### config.mk
export PLATFORM = sky130hd
export DESIGN_NAME = rng_candidate_gen_flat
export DESIGN_NICKNAME = d
export VERILOG_FILES = /design/src/rtl/rsa_rng_pkg.sv /design/src/rtl/rng_candidate_gen_if.sv /design/src/rtl/rng_candidate_gen.sv /design/src/flat_wrapper.sv
export SDC_FILE = /design/constraint.sdc
export NUM_CORES = 1
export LEC_CHECK = 0
export ABC_AREA = 1
export CAP_MARGIN = 5
export CORE_ASPECT_RATIO = 0.9
export CORE_MARGIN = 1.5
export CORE_UTILIZATION = 55
export CTS_CLUSTER_SIZE = 8
export DETAILED_ROUTE_END_ITERATION = 10
export PLACE_DENSITY = 0.88
export SYNTH_ARGS = -nofsm -noshare
export SYNTH_HDL_FRONTEND = slang
export SYNTH_SLANG_ARGS = --single-unit
### constraint.sdc
create_clock -name clk -period 4.7 [get_ports clk]
set_input_delay 0.94 -clock clk [delete_from_list [all_inputs] [get_ports clk]]
set_output_delay 0.94 -clock clk [all_outputs]
set_load 0.03 [all_outputs]
### src/rtl/rsa_rng_pkg.sv
// rsa_rng_pkg: constants and types shared by the RSA random-candidate path.
// Holds the LFSR word width, the candidate generator state encoding and a
// helper that sizes the word counters so they can hold the terminal count.
package rsa_rng_pkg;

    // Width of one word delivered by the upstream 32-bit LFSR.
    localparam int RNG_WORD_W = 32;

    // Candidate generator control states.
    typedef enum logic [1:0] {
        IDLE  = 2'd0,
        FILL  = 2'd1,
        VALID = 2'd2
    } state_t;

    // Counter width able to represent 0..words inclusive without wrapping.
    function automatic int count_width(input int words);
        return $clog2(words) + 1;
    endfunction

endpackage

### src/rtl/rng_candidate_gen_if.sv
// rng_candidate_gen_if: request, LFSR and candidate handshake signals of the
// candidate generator. The master side is the generator itself, the slave
// side is whatever drives the requests, the LFSR word and the ready.
interface rng_candidate_gen_if #(
    parameter int WIDTH = 128
);
    import rsa_rng_pkg::*;

    logic                  start;
    logic                  continuous;
    logic [RNG_WORD_W-1:0] rng_word;
    logic                  rng_en;
    logic                  cand_valid;
    logic                  cand_ready;
    logic [WIDTH-1:0]      candidate;
    logic                  busy;

    modport master (
        input  start,
        input  continuous,
        input  rng_word,
        input  cand_ready,
        output rng_en,
        output cand_valid,
        output candidate,
        output busy
    );

    modport slave (
        output start,
        output continuous,
        output rng_word,
        output cand_ready,
        input  rng_en,
        input  cand_valid,
        input  candidate,
        input  busy
    );

endinterface

### src/rtl/rng_candidate_gen.sv
// rng_candidate_gen: steps the LFSR for WORDS cycles, packs the returned words
// (first word in the MSBs) into a WIDTH-bit candidate with its top bit and
// bit 0 forced, and offers it over a valid/ready handshake.
// Build macro RNG_CAND_TOP2_EN: when defined, bit WIDTH-2 is forced as well so
// the product of two candidates is exactly 2*WIDTH bits wide.
module rng_candidate_gen
    import rsa_rng_pkg::*;
#(
    parameter int WIDTH = 128
) (
    input  logic                clk,
    input  logic                rst,
    rng_candidate_gen_if.master bus
);

    localparam int WORDS = WIDTH / RNG_WORD_W;
    localparam int CW    = count_width(WORDS);

    localparam logic [CW-1:0] LAST_CNT = CW'(WORDS - 1);
    localparam logic [CW-1:0] TERM_CNT = CW'(WORDS);

`ifdef RNG_CAND_TOP2_EN
    localparam logic [WIDTH-1:0] FORCE_MASK = {2'b11, {(WIDTH-3){1'b0}}, 1'b1};
`else
    localparam logic [WIDTH-1:0] FORCE_MASK = {1'b1, {(WIDTH-2){1'b0}}, 1'b1};
`endif

    state_t           state;
    state_t           state_next;
    logic [CW-1:0]    issue_cnt;
    logic [CW-1:0]    cap_cnt;
    logic             cap_strobe;
    logic             capture;
    logic             rng_en_int;
    logic             fill_clear;
    logic             last_cap;
    logic             handshake;
    logic [WIDTH-1:0] shreg;
    logic [WIDTH-1:0] shreg_next;
    logic [WIDTH-1:0] cand_reg;

    // The LFSR is stepped only while FILL still has words left to request.
    assign rng_en_int = (state == FILL) && (issue_cnt < TERM_CNT);

    // A word is taken one cycle after its request, and only inside a fill.
    assign capture    = cap_strobe && (state == FILL);

    // New words enter at the bottom so the first one ends up in the MSBs.
    assign shreg_next = {shreg[WIDTH-RNG_WORD_W-1:0], bus.rng_word};

    // State register.
    always_ff @(posedge clk or negedge rst) begin
        if (!rst) begin
            state <= IDLE;
        end else begin
            state <= state_next;
        end
    end

    // Next-state logic plus the one-cycle control strobes derived from it.
    always_comb begin
        state_next = state;
        fill_clear = 1'b0;
        last_cap   = 1'b0;
        handshake  = 1'b0;
        case (state)
            IDLE: begin
                if (bus.start) begin
                    state_next = FILL;
                    fill_clear = 1'b1;
                end
            end
            FILL: begin
                if (capture && (cap_cnt == LAST_CNT)) begin
                    state_next = VALID;
                    last_cap   = 1'b1;
                end
            end
            VALID: begin
                if (bus.cand_ready) begin
                    handshake = 1'b1;
                    if (bus.continuous) begin
                        state_next = FILL;
                        fill_clear = 1'b1;
                    end else begin
                        state_next = IDLE;
                    end
                end
            end
            default: begin
                state_next = IDLE;
            end
        endcase
    end

    // Issue/capture counters and the delayed capture strobe; counters saturate at terminal count.
    always_ff @(posedge clk or negedge rst) begin
        if (!rst) begin
            issue_cnt  <= '0;
            cap_cnt    <= '0;
            cap_strobe <= 1'b0;
        end else begin
            cap_strobe <= rng_en_int;
            if (fill_clear) begin
                issue_cnt <= '0;
                cap_cnt   <= '0;
            end else begin
                if (rng_en_int) begin
                    issue_cnt <= issue_cnt + CW'(1);
                end
                if (capture && (cap_cnt != TERM_CNT)) begin
                    cap_cnt <= cap_cnt + CW'(1);
                end
            end
        end
    end

    // Word shift register and the held candidate, which reads zero outside VALID.
    always_ff @(posedge clk or negedge rst) begin
        if (!rst) begin
            shreg    <= '0;
            cand_reg <= '0;
        end else begin
            if (capture) begin
                shreg <= shreg_next;
            end
            if (last_cap) begin
                cand_reg <= shreg_next | FORCE_MASK;
            end else if (handshake) begin
                cand_reg <= '0;
            end
        end
    end

    assign bus.rng_en     = rng_en_int;
    assign bus.cand_valid = (state == VALID);
    assign bus.candidate  = cand_reg;
    assign bus.busy       = (state != IDLE);

endmodule

### src/flat_wrapper.sv
// flat-port wrapper written by rule: the top's interface ports become plain ports
module rng_candidate_gen_flat import rsa_rng_pkg::*;
#(
    parameter int WIDTH = 128
)
  (clk, rst, bus_start, bus_continuous, bus_rng_word, bus_cand_ready, bus_rng_en, bus_cand_valid, bus_candidate, bus_busy);
  rng_candidate_gen_if #(.WIDTH(WIDTH)) bus_i ();
  input  logic clk;
  input  logic rst;
  input wire logic [$bits(bus_i.start)-1:0] bus_start;
  input wire logic [$bits(bus_i.continuous)-1:0] bus_continuous;
  input wire logic [$bits(bus_i.rng_word)-1:0] bus_rng_word;
  input wire logic [$bits(bus_i.cand_ready)-1:0] bus_cand_ready;
  output wire logic [$bits(bus_i.rng_en)-1:0] bus_rng_en;
  output wire logic [$bits(bus_i.cand_valid)-1:0] bus_cand_valid;
  output wire logic [$bits(bus_i.candidate)-1:0] bus_candidate;
  output wire logic [$bits(bus_i.busy)-1:0] bus_busy;
  assign bus_i.start = bus_start;
  assign bus_i.continuous = bus_continuous;
  assign bus_i.rng_word = bus_rng_word;
  assign bus_i.cand_ready = bus_cand_ready;
  assign bus_rng_en = bus_i.rng_en;
  assign bus_cand_valid = bus_i.cand_valid;
  assign bus_candidate = bus_i.candidate;
  assign bus_busy = bus_i.busy;
  rng_candidate_gen #(.WIDTH(WIDTH)) u_core (.clk(clk), .rst(rst), .bus(bus_i));
endmodule
==> flow_summary_export.csv <==
group,metric,value,unit
outcome,status,"complete, no violations",
sta,setup_viol,0,
floorplan,die_y,125.4,um
synth,synth_warnings,0,
place,place_congestion,0.8178,
flow_run,max_cap_violations,0,
power_and_ir_drop,leakage,5.992,nW
synth,synth.area.top_cells,"dfrtp_1 63%, nand2_1 19%, nand3_1 12%",
layout,finalNonFillerCells,1366,
global_route,globalRouteOverflowTotal,0,
synth,synth_top_family_by_area,"simple AND/OR/NAND/NOR gates",
sta,rsz0062_at_grt,"no",
sta,max_slew.worst_pin.slew,1075,ps
global_route,grt_pass1_vias,7412,
critical_path,crit_buf_inv,2,
synth,avgSynthCellArea,8.989,sq um
cts,clock-root-buffer,"clkbuf_16",
synth,synth_top_area_cell,"dfrtp_1",
sta,relSlewSlack,0.2831,
min_path,hold_path.class,"reg2reg",
power_and_ir_drop,power.density,829.6,nW/um^2
global_route,grt_first_pass_wirelength,38500,um
cts,clk_latency,490,ps
cts,cts_tree,"yes",
cts,hold_buffers,0,
synth,synthSimpleGateAreaFrac,0.3162,
critical_path,crit_type,"reg2out",
sta,final_hold_viol_count,0,
drt,num_vias,7636,
power_and_ir_drop,ir_drop,455.2,uV
drt,firstDrtPassIters,5,
layout,final_util,0.7251,
critical_path,start_kind,"flip-flop",
layout,final_nets,1198,
synth,syn_nets,1059,
cts,cts.sinks,231,
floorplan,dieArea,17420,sq um
sta,finalMaxSlewViolations,0,
floorplan,die_x,139.0,um
synth,synthesis.area,9151,sq um
layout,drive_gt1_frac,0.04659,
synth,yosysSeqAreaShare,0.6317,
layout,fin_area,11740,sq um
floorplan,start_util,0.5654,
synth,synth_top_area_frac,0.6317,
cts,cts.path.max_buffers,3,
place,placedCellCount,1328,
floorplan,io_pins,168,
global_route,grt_max_degree,146,
layout,syn_to_final_growth,28.25,%
drt,vias_per_cell,5.590,
sta,period_share,0.6483,
layout,fill_cells,1183,
drt,post-route-drc-count,0,
floorplan,row_count,44,
sta,fmax,328.2,MHz
place,place_area,10840,sq um
synth,synth_mux_area_frac,0,
synth,ys_ff_latch,231,
sta,fin_crit,3047,ps
global_route,antenna_found_initial,0,
synth,synthCells,1018,
synth,synth_xor_area_frac,0,
critical_path,worstPathRequired,3760,ps
critical_path,cpPeakStageDelay,730,ps
global_route,grt_util_all_layers,0.2726,
cts,htreeDepth,2,
synth,synth-adder-area-share,0.005469,
cts,cts_resized,0,
cts,path_clk_slew,50,ps
place,dpl.hpwl,13890,um
cts,numCtsBuffers,34,
synth,synth_compound_area_frac,0.004102,
sta,tns,0,ps
layout,n_antenna_cell,0,
critical_path,path_cells,"inv_2 -> nand2_1 -> nor2_1 -> clkdlybuf4s50_1",
power_and_ir_drop,power,0.009736,W
critical_path,critPathMaxFanout,4,
drt,wl_per_cell,17.17,um
critical_path,end_kind,"primary output",
critical_path,critPathTopFamily,"buffers and inverters",
layout,layout_commonest_cell,"nand2_1",
place,port_buffers,167,
critical_path,crit_arrival,2110,ps
cts,cts_setup_buffers,0,
drt,routed_wirelength,23450,um
drt,drt_iter0_drc,752,
sta,finalClockSkew,11.76,ps
synth,synth_cell_types,18,
critical_path,cp_slowest_cell,"clkdlybuf4s50_1",
floorplan,coreArea,16190,sq um
layout,layout_common_cells,"459 x nand2_1, 230 x dfrtp_1, 224 x nand3_1, 166 x clkdlybuf4s50_1, 35 x clkbuf_16",
drt,postRouteAntennaNets,0,
## tightest hold or removal path, delay by kind of cell, from the launching register on
kind	cells	cell delay, ps
and+or+nand+nor	2	100
DFF	1	340
## final timing paths
kind                             startpoint                  endpoint  slack [ps]  depth (start not counted)
min reg2reg                u_core.shreg[86]          u_core.shreg[86]         470                          2
max reg2reg                 u_core.state[0]          u_core.shreg[62]        1780                          6
min in group asynchronous               rst  u_core.bus.candidate[14]         580                          1
min                        u_core.shreg[86]          u_core.shreg[86]         470                          2
max in group asynchronous               rst  u_core.bus.candidate[93]        3060                          2
max                         u_core.state[1]                bus_rng_en        1650                          4
## cells by family (layout without fill, tap and decap cells)
family,count (synthesis),in the layout
simple gates,692,692
buf+inv,84,225
compound gates,7,7
flops,231,231
fa+ha+maj,4,4
## metrics by stage
step,setup WS [ps],hold WS (ps)
6_report,1653,472.5
5_1_grt,1509,497.1
4_1_cts,1643,471.2
3_5_place_dp,1655,459.8
3_3_place_gp,1730,454.9
2_1_floorplan,2704,442.2
## sequential cells by signal (all words and copies together), names as in the netlist
register,cells
u_core.bus.candidate,127
u_core.state,2
u_core.cap_strobe,1
u_core.issue_cnt,3
u_core.cap_cnt,3
u_core.shreg,95
## report_power, final
group	switching (W)	internal, W
registers	0.000695	0.00293
logic	0.00253	0.00148
clock network	0.000795	0.00131
## cell usage after synthesis
cell type / count
dfrtp_1: 231
ha_1: 4
inv_1: 9
buf_4: 2
clkbuf_1: 27
nor2_1: 4
inv_2: 3
a21oi_1: 4
nand3_2: 1
nor2_4: 1
nand3_1: 224
buf_1: 5
buf_6: 3
nand2_1: 461
buf_2: 35
o21ai_0: 2
nor2_2: 1
o31ai_1: 1
## layout make-up
class                      count  area, sq um  share of cell area
multi-input combinational    703         3004              0.2560
sequential                   231         5784              0.4929
clock inverter                 1        8.758           0.0007463
inverter                      12        47.55            0.004051
timing repair buffer         175         1749              0.1490
clock buffer                  37        883.3             0.07527
tap                          207        259.0             0.02207
## routing by layer
layer  vias up  track usage  share of wire
met2       332       0.3981           0.46
met5         -            0              0
met1      3735       0.4100           0.44
li1       3522            -              -
met4         0      0.09804          0.025
met3        47      0.05400          0.077
(Power assumes the default switching activity.)
